$ cat config.mk
export PLATFORM = sky130hd
export DESIGN_NAME = mux4a1_rr_sched
export DESIGN_NICKNAME = d
export VERILOG_FILES = /design/src/rtl/mux4a1_rr_sched_pkg.sv /design/src/rtl/mux4a1_rr_sched_fifo.sv /design/src/rtl/mux4a1_rr_sched.sv
export SDC_FILE = /design/constraint.sdc
export NUM_CORES = 1
export LEC_CHECK = 0
export CAP_MARGIN = 20
export CORE_ASPECT_RATIO = 1.5
export CORE_MARGIN = 1
export CORE_UTILIZATION = 62
export DETAILED_ROUTE_END_ITERATION = 10
export DONT_BUFFER_PORTS = 1
export PLACE_DENSITY = 0.78
export SETUP_SLACK_MARGIN = 0.05
export SYNTH_ARGS = -nofsm -noshare
export SYNTH_HDL_FRONTEND = slang
export SYNTH_SLANG_ARGS = --single-unit
$ cat constraint.sdc
create_clock -name clk_4f -period 4.2 [get_ports clk_4f]
set_input_delay 0.63 -clock clk_4f [delete_from_list [all_inputs] [get_ports clk_4f]]
set_output_delay 0.63 -clock clk_4f [all_outputs]
set_load 0.02 [all_outputs]
$ cat src/rtl/mux4a1_rr_sched_pkg.sv
// rtl/mux4a1_rr_sched_pkg.sv - shared constants, grant type and round-robin pick helper
package mux4a1_rr_sched_pkg;

  localparam int LANES      = 4;
  localparam int SEL_W      = 2;
  localparam int DATA_W_DEF = 8;
  localparam int DEPTH_DEF  = 4;

  typedef struct packed {
    logic             valid;
    logic [SEL_W-1:0] idx;
  } grant_t;

  // First eligible lane at or after ptr, wrapping modulo LANES.
  function automatic grant_t rr_pick(input logic [LANES-1:0] elig,
                                     input logic [SEL_W-1:0] ptr);
    grant_t           g;
    logic [SEL_W-1:0] k;
    g = '0;
    for (int i = 0; i < LANES; i++) begin
      k = ptr + SEL_W'(i);
      if (!g.valid && elig[k]) begin
        g.valid = 1'b1;
        g.idx   = k;
      end
    end
    return g;
  endfunction

endpackage

$ cat src/rtl/mux4a1_rr_sched_fifo.sv
// rtl/mux4a1_rr_sched_fifo.sv - per-lane first-word-fall-through FIFO with registered flags
module sync_fifo_lane #(
  parameter int DATA_W = 8,
  parameter int DEPTH  = 4
) (
  input  logic              i_clk,
  input  logic              i_reset,
  input  logic              i_push,
  input  logic [DATA_W-1:0] i_data,
  input  logic              i_pop,
  output logic [DATA_W-1:0] o_data,
  output logic              o_full,
  output logic              o_empty,
  output logic              o_overflow
);

  localparam int PTR_W = $clog2(DEPTH);
  localparam int CNT_W = PTR_W + 1;

  logic [DATA_W-1:0] r_mem [DEPTH];
  logic [PTR_W-1:0]  r_wr_ptr;
  logic [PTR_W-1:0]  r_rd_ptr;
  logic [CNT_W-1:0]  r_count;
  logic              r_full;
  logic              r_empty;
  logic              r_overflow;

  logic              w_push;
  logic              w_pop;
  logic [CNT_W-1:0]  w_count_nxt;

  // A push against a full lane is dropped even if the lane pops this cycle.
  assign w_push      = i_push && !r_full;
  assign w_pop       = i_pop && !r_empty;
  assign w_count_nxt = r_count + CNT_W'(w_push) - CNT_W'(w_pop);

  always_ff @(posedge i_clk) begin
    if (w_push) begin
      r_mem[r_wr_ptr] <= i_data;
    end
  end

  always_ff @(posedge i_clk) begin
    if (i_reset) begin
      r_wr_ptr   <= '0;
      r_rd_ptr   <= '0;
      r_count    <= '0;
      r_full     <= 1'b0;
      r_empty    <= 1'b1;
      r_overflow <= 1'b0;
    end else begin
      if (w_push) begin
        r_wr_ptr <= r_wr_ptr + PTR_W'(1);
      end
      if (w_pop) begin
        r_rd_ptr <= r_rd_ptr + PTR_W'(1);
      end
      r_count <= w_count_nxt;
      r_full  <= (w_count_nxt == CNT_W'(DEPTH));
      r_empty <= (w_count_nxt == '0);
      if (i_push && r_full) begin
        r_overflow <= 1'b1;
      end
    end
  end

  assign o_data     = r_mem[r_rd_ptr];
  assign o_full     = r_full;
  assign o_empty    = r_empty;
  assign o_overflow = r_overflow;

endmodule

$ cat src/rtl/mux4a1_rr_sched.sv
// rtl/mux4a1_rr_sched.sv - four lane FIFOs feeding a round-robin arbiter and one-word output stage
module mux4a1_rr_sched
  import mux4a1_rr_sched_pkg::*;
#(
  parameter int DATA_W = DATA_W_DEF,
  parameter int DEPTH  = DEPTH_DEF
) (
  input  logic              clk_4f,
  input  logic              reset,
  input  logic [LANES-1:0]  valid_in,
  input  logic [DATA_W-1:0] data_in0,
  input  logic [DATA_W-1:0] data_in1,
  input  logic [DATA_W-1:0] data_in2,
  input  logic [DATA_W-1:0] data_in3,
  input  logic [LANES-1:0]  lane_en,
  input  logic              ready_out,
  output logic              valid_out,
  output logic [DATA_W-1:0] data_out,
  output logic [SEL_W-1:0]  sel_out,
  output logic [LANES-1:0]  full,
  output logic [LANES-1:0]  empty,
  output logic [LANES-1:0]  overflow_err
);

  logic [DATA_W-1:0] w_din  [LANES];
  logic [DATA_W-1:0] w_head [LANES];
  logic [LANES-1:0]  w_pop;
  logic              w_load;
  grant_t            w_grant;

  logic              r_valid;
  logic [DATA_W-1:0] r_data;
  logic [SEL_W-1:0]  r_sel;
  logic [SEL_W-1:0]  r_rr_ptr;

  assign w_din[0] = data_in0;
  assign w_din[1] = data_in1;
  assign w_din[2] = data_in2;
  assign w_din[3] = data_in3;

  for (genvar gi = 0; gi < LANES; gi++) begin : g_lane
    sync_fifo_lane #(
      .DATA_W (DATA_W),
      .DEPTH  (DEPTH)
    ) u_fifo (
      .i_clk      (clk_4f),
      .i_reset    (reset),
      .i_push     (valid_in[gi]),
      .i_data     (w_din[gi]),
      .i_pop      (w_pop[gi]),
      .o_data     (w_head[gi]),
      .o_full     (full[gi]),
      .o_empty    (empty[gi]),
      .o_overflow (overflow_err[gi])
    );
  end

  // A stalled output word blocks arbitration, so no lane pops while it waits.
  always_comb begin
    w_load  = !r_valid || ready_out;
    w_grant = rr_pick(~empty & lane_en, r_rr_ptr);
    w_pop   = '0;
    if (w_load && w_grant.valid) begin
      w_pop[w_grant.idx] = 1'b1;
    end
  end

  always_ff @(posedge clk_4f) begin
    if (reset) begin
      r_valid  <= 1'b0;
      r_data   <= '0;
      r_sel    <= '0;
      r_rr_ptr <= '0;
    end else if (w_load) begin
      if (w_grant.valid) begin
        r_valid  <= 1'b1;
        r_data   <= w_head[w_grant.idx];
        r_sel    <= w_grant.idx;
        r_rr_ptr <= w_grant.idx + SEL_W'(1);
      end else begin
        r_valid  <= 1'b0;
      end
    end
  end

  assign valid_out = r_valid;
  assign data_out  = r_data;
  assign sel_out   = r_sel;

endmodule
# == Word-level counts from Yosys, hierarchy flattened ==
# Memories as Yosys holds them, arrays and structs flattened. A register that Yosys moved wholly into a read port is not among the register bits.
# Cells that the tools add are included.
# op_classes
n_addsub,20
order_cmp,7
eq_ne,4
mux,35
bitwise_logic,3
n_reduce_logical,35
# ops
op,n
2-bit by 1-bit adder with 2-bit output (second input constant),10
1-bit logical AND,17
8-bit binary-select mux with 2-bit select,1
2-bit 2-to-1 mux,8
8-bit 2-to-1 mux,2
2-bit by 3-bit less-than comparator with 1-bit output (second input constant),5
1-bit 2-to-1 mux,14
3-bit by 1-bit adder with 3-bit output,4
3-bit == test (second input constant),4
1-bit logical NOT,12
3-bit logical NOT,4
3-bit 2-to-1 mux,4
3-bit by 1-bit subtractor with 3-bit output,4
1-bit binary-select mux with 2-bit select,4
2-bit adder (second input constant),2
4-bit bitwise AND,1
4-bit 2-to-1 mux,1
4-bit NOT,1
3-bit greater-or-equal comparator (second input constant),1
2-bit NOT with 3-bit output,1
1-bit demux with 2-bit select,1
2-bit by 1-bit greater-or-equal comparator with 1-bit output (second input constant),1
2-bit AND reduction,1
1-bit logical OR,1
# totals
ff_bits,53
ramBits,128
inputBits,43
word_cells,136
mem_count,4
# memory_table
memory,depth,word_bits,rd,rd_ports_with_merged_regs,wr,line,rtl
g_lane[0].u_fifo.r_mem,4,8,1,1,1,mux4a1_rr_sched_fifo.sv:20,logic [DATA_W-1:0] r_mem [DEPTH];
g_lane[1].u_fifo.r_mem,4,8,1,1,1,mux4a1_rr_sched_fifo.sv:20,
g_lane[2].u_fifo.r_mem,4,8,1,1,1,mux4a1_rr_sched_fifo.sv:20,
g_lane[3].u_fifo.r_mem,4,8,1,1,1,mux4a1_rr_sched_fifo.sv:20,

# == Logic depth before layout (Yosys ltp) ==
# depth
word_depth,22
ltp_mapped,15
mapped_depth_nobuf,14

# == Cells and area by module ==
# Synthesis repeated with hierarchy kept, for this count alone.
# hier_totals
hier_cells,536
hier_area_um2,7995.2
# by_module_without_submodules
module,n_inst,cells_each,area_per_inst_um2
sync_fifo_lane,4,94,1685.4
mux4a1_rr_sched,1,160,1253.7

# == Least setup slack after synthesis ==
# Ideal clock, no wire load.
# synth_timing
kind,input port to flip-flop
start,in lane_en[3]
end,reg g_lane[3].u_fifo.r_full
arrival_ns,3.096
path_slack_ns,0.988
stages,15
n_path_buf,1
path_cell_list,and2b_1 > o221ai_1 > a21oi_2 > buf_4 > nand2_1 > nor2_1 > ha_1 > inv_1 > ha_1 > inv_1 > fa_1 > xor2_1 > xnor2_1 > nor2_1 > and3_1
# synth_via
elab_chain_cells,21
word_cells_on_any_way,29
classes_between,add/sub: 1; order compare: 2; eq/ne: 1; mux: 15; bitwise: 1; reduce/logical: 9
# synth_lines
item,line,rtl
"start, declared",mux4a1_rr_sched.sv:15,"input logic [LANES-1:0] lane_en,"
4-bit bitwise AND *,mux4a1_rr_sched.sv:61,"w_grant = rr_pick(~empty & lane_en, r_rr_ptr);"
1-bit binary-select mux with 2-bit select,mux4a1_rr_sched_pkg.sv:22,if (!g.valid && elig[k]) begin
1-bit 2-to-1 mux (implied by the code),mux4a1_rr_sched_pkg.sv:22,
3-bit 2-to-1 mux,mux4a1_rr_sched_pkg.sv:22,
1-bit logical NOT,mux4a1_rr_sched_pkg.sv:22,
1-bit logical AND,mux4a1_rr_sched_pkg.sv:22,
3-bit 2-to-1 mux,mux4a1_rr_sched_pkg.sv:22,
1-bit logical NOT,mux4a1_rr_sched_pkg.sv:22,
[6 not listed],n/a,
1-bit logical AND (implied by the code),mux4a1_rr_sched.sv:64,w_pop[w_grant.idx] = 1'b1;
1-bit 2-to-1 mux (implied by the code),mux4a1_rr_sched.sv:64,
1-bit demux with 2-bit select,mux4a1_rr_sched.sv:64,
4-bit 2-to-1 mux *,mux4a1_rr_sched.sv:63,if (w_load && w_grant.valid) begin
1-bit logical AND *,mux4a1_rr_sched_fifo.sv:34,assign w_pop = i_pop && !r_empty;
named net g_lane[3].u_fifo.w_pop,mux4a1_rr_sched_fifo.sv:29,logic w_pop;
3-bit by 1-bit subtractor with 3-bit output *,mux4a1_rr_sched_fifo.sv:35,assign w_count_nxt = r_count + CNT_W'(w_push) - CNT_W'(w_pop);
3-bit == test *,mux4a1_rr_sched_fifo.sv:59,r_full <= (w_count_nxt == CNT_W'(DEPTH));
"end signal, assigned",mux4a1_rr_sched_fifo.sv:59,
"end, declared",mux4a1_rr_sched_fifo.sv:24,logic r_full;
# Mark *: on every way through the listed nets, which the timed path passes. The rest lies on a longest branch. The select of a mux whose other input is x is not followed.
# A chain may end at the register's enable or synchronous reset.

# == Worst setup path in the final report ==
# layout_timing
start,reg g_lane[3].u_fifo.r_empty
end,reg g_lane[2].u_fifo.r_full
# layout_via
elab_chain_cells,22
word_cells_on_any_way,30
classes_between,add/sub: 1; order compare: 2; eq/ne: 1; mux: 15; bitwise: 2; reduce/logical: 9
# layout_lines
item,line,rtl
"start, declared",mux4a1_rr_sched_fifo.sv:25,logic r_empty;
"start signal, assigned",mux4a1_rr_sched_fifo.sv:60,r_empty <= (w_count_nxt == '0);
4-bit NOT *,mux4a1_rr_sched.sv:61,
4-bit bitwise AND *,mux4a1_rr_sched.sv:61,
1-bit binary-select mux with 2-bit select,mux4a1_rr_sched_pkg.sv:22,
1-bit 2-to-1 mux (implied by the code),mux4a1_rr_sched_pkg.sv:22,
3-bit 2-to-1 mux,mux4a1_rr_sched_pkg.sv:22,
1-bit logical NOT,mux4a1_rr_sched_pkg.sv:22,
1-bit logical AND,mux4a1_rr_sched_pkg.sv:22,
3-bit 2-to-1 mux,mux4a1_rr_sched_pkg.sv:22,
[7 not listed],n/a,
1-bit logical AND (implied by the code),mux4a1_rr_sched.sv:64,
1-bit 2-to-1 mux (implied by the code),mux4a1_rr_sched.sv:64,
1-bit demux with 2-bit select,mux4a1_rr_sched.sv:64,
4-bit 2-to-1 mux *,mux4a1_rr_sched.sv:63,
1-bit logical AND *,mux4a1_rr_sched_fifo.sv:34,
named net g_lane[2].u_fifo.w_pop,mux4a1_rr_sched_fifo.sv:29,
3-bit by 1-bit subtractor with 3-bit output *,mux4a1_rr_sched_fifo.sv:35,
3-bit == test *,mux4a1_rr_sched_fifo.sv:59,
"end signal, assigned",mux4a1_rr_sched_fifo.sv:59,
"end, declared",mux4a1_rr_sched_fifo.sv:24,
# Marked as above.

==> results.yml <==
run_status:
  status: "finished clean"
global_route:
  grt_first_pass_wirelength_um: 21800
  track_usage_pct: 23.5
  grt_max_degree: 47
  antenna_found_initial: 0
  gr-total-overflow: 0
  grt_pass1_vias: 4141
setup_path:
  reg2reg_from: "g_lane[3].u_fifo.o_empty"
  worstPathArrival_ns: 3.53
  rrSetupSlack_ns: 1.03
  setup.worst_path.class: "flip-flop to flip-flop"
  critical_path_buf_inv_count: 2
  slowest_delay_ns: 0.39
  cp.depth: 13
  ff2ff_path_depth: 13
  crit_required_ns: 4.55
  worstSetupEndpointType: "flip-flop"
  crit_chain: "and2b_1, o221ai_1, a21oi_2, buf_4, nor3_1, ha_1, inv_1, ha_1, fa_1, xor2_1, xnor2_1, nand2_1, nor3_1"
  reg2reg_to: "g_lane[2].u_fifo.o_full"
  cpMaxStageDelayCell: "fa_1"
  path_delay_family: "adder cells"
  critPathLaunchType: "flip-flop"
  crit_path_max_fanout: 24
cts:
  ctsHoldBuffers: 0
  cts-resized-gates: 0
  h-tree-depth: 4
  clk_pin_slew_ns: 0.07
  cts_setup_buffers: 0
  cts_tree: "built"
  cts_num_sinks: 189
  clk_latency_ns: 0.43
  cts_max_path_buffers: 2
  cts_buffers: 17
  cts_root_buf: "clkbuf_16"
floorplan:
  initial_core_util_pct: 63.8
  fp.coreArea_sq_um: 12100
  die_w_um: 93.0
  rows: 49
  pin_count: 66
  fp.dieArea_sq_um: 12900
  die_h_um: 139
detailed_routing:
  wirelength_um: 13800
  vias: 3903
  drc: 0
  drtIter0Drc: 224
  dr.pass1.iters: 5
  via_per_inst: 6.01
  wl_per_cell_um: 21.3
  ant_nets: 0
run:
  maxCapViolCount: 0
finish:
  drive_above_1_share_pct: 16.3
  area_delta_synth_final_pct: 7.97
  stdcell_count: 649
  diodes: 0
  final_cell_mix: "edfxtp_1, dfxtp_1, nor2_1"
  final_util_pct: 68.9
  layout_commonest_cell: "edfxtp_1"
  num-nets-final: 554
sta:
  worstMarginPinSlew_ns: 0.701
  maxSlewHeadroom_pct: 53.2
  fin_tns_setup_ns: 0
  finalSetupViolCount: 0
  finClkSkew_ns: 0.0109
  finalCritPeriodShare_pct: 75.6
  hold_viol: 0
  hold_ws_ns: 0.270
  drv_slew: 0
  fin_crit_ns: 3.17
  rsz0062_at_grt: "no"
  fmaxAchievable_mhz: 315
synthesis:
  yosys_warnings: 0
  synthFlopType: "edfxtp_1"
  async_reset_ff_share_pct: 0
  syn_inst: 497
  ys_seq_area_share_pct: 65.7
  synth_seq_cells: 189
  synthesis.nets: 568
  syn_avg_cell_area_sq_um: 15.5
  yosys.cell_types.count: 48
  synth_edf_count: 128
  synthesis.area_sq_um: 7710
power:
  power.leakage_nw: 2.90
  power_mw: 5.66
  ir_worst_vdd_mv: 0.372
  p_per_area_nw_per_um2: 681
placed_design:
  placed_cells: 617
  gp_congestion: 0.842
  port_buffers: 0
  dpl.hpwl_um: 9860
min_path:
  hold_depth: 1
  worstHoldStart: "reset"
  hold_path_class: "input port to flip-flop"
  holdPathEnd: "g_lane[1].u_fifo.o_overflow"
## state kept, by name, indices dropped and copies added (netlist names), 4 cells and up, named ones only
register and count:
g_lane.u_fifo.r_mem 128, g_lane.u_fifo.r_count 12, data_out 8, g_lane.u_fifo.r_rd_ptr 8, g_lane.u_fifo.r_wr_ptr 8, g_lane.u_fifo.o_empty 4
g_lane.u_fifo.o_full 4, g_lane.u_fifo.o_overflow 4
## metal layers
metal / part of all wire [%] / track usage (%)
met1: 35 / 24.3
met2: 57 / 42.1
met3: 5.7 / 6.85
met4: 2.6 / 12.4
met5: 0 / 0
## kinds of logic after synthesis
family	share of synthesized area, %
compound gates	4.63
xor+xnor	1.36
fa+ha+maj	4.93
buf+inv	3.86
flops	65.7
mux	12.0
simple gates	7.50
## worst max path at each step
stage | start | slack (ns) | to
after CTS | g_lane[3].u_fifo.o_empty | 0.99 | g_lane[2].u_fifo.o_full
final | g_lane[3].u_fifo.o_empty | 1.03 | g_lane[2].u_fifo.o_full
after floorplan | lane_en[3] | 0.99 | g_lane[3].u_fifo.o_full
after global routing | g_lane[3].u_fifo.o_empty | 0.74 | g_lane[1].u_fifo.o_full
after detailed placement | lane_en[3] | 0.89 | g_lane[2].u_fifo.o_full
after global placement | lane_en[3] | 1.00 | g_lane[1].u_fifo.o_full
## layout make-up
type	count	area (sq um)
well taps	153	191
clock buffers	17	425
repair buffers	2	15.0
multi-input cells	245	2350
clock inverters	15	175
flip-flops and latches	189	5060
fillers	770	3750
inverters	28	105
## cell usage after synthesis, drive strengths merged (4+ instances only)
master  instances  share of area [%]
xnor2           8               0.91
mux2i          16                2.1
a21oi          23                1.6
xor2            4               0.45
mux4           32                9.3
nand4           4               0.32
ha             24                3.9
fa              4                1.0
nand2          10               0.49
dfxtp          61                 16
mux2            4               0.58
inv            28                1.4
nand3           8               0.52
nor2b          14                1.2
clkbuf         14               0.68
o221ai          9                1.0
and2           16                1.3
o31ai           5               0.49
nor2           34                1.7
buf            21                1.8
edfxtp        128                 50
## through the flow
step | area [sq um] | setup WS, ns
after global routing | 8320 | 0.736
after CTS | 8320 | 0.991
after global placement | 7720 | 1.00
after detailed placement | 7720 | 0.887
final | 8320 | 1.03
after floorplan | 7710 | 0.988
## worst reg2reg max path: stages, from the launching register on
cell	delay, ns
dfxtp_1	0.38
and2b_1	0.37
o221ai_1	0.21
a21oi_2	0.19
buf_4	0.37
nor3_1	0.10
ha_1	0.29
inv_1	0.04
ha_1	0.19
fa_1	0.39
xor2_1	0.16
xnor2_1	0.18
nand2_1	0.10
nor3_1	0.15
## report_power, final
group | switching [mW] | internal, mW | leakage [nW] | total (mW)
sequential | 0.327 | 2.34 | 1.67 | 2.67
clock | 0.716 | 0.900 | 0.298 | 1.62
combinational | 0.757 | 0.623 | 0.928 | 1.38
Note: power is estimated with default switching activity, not from simulation.
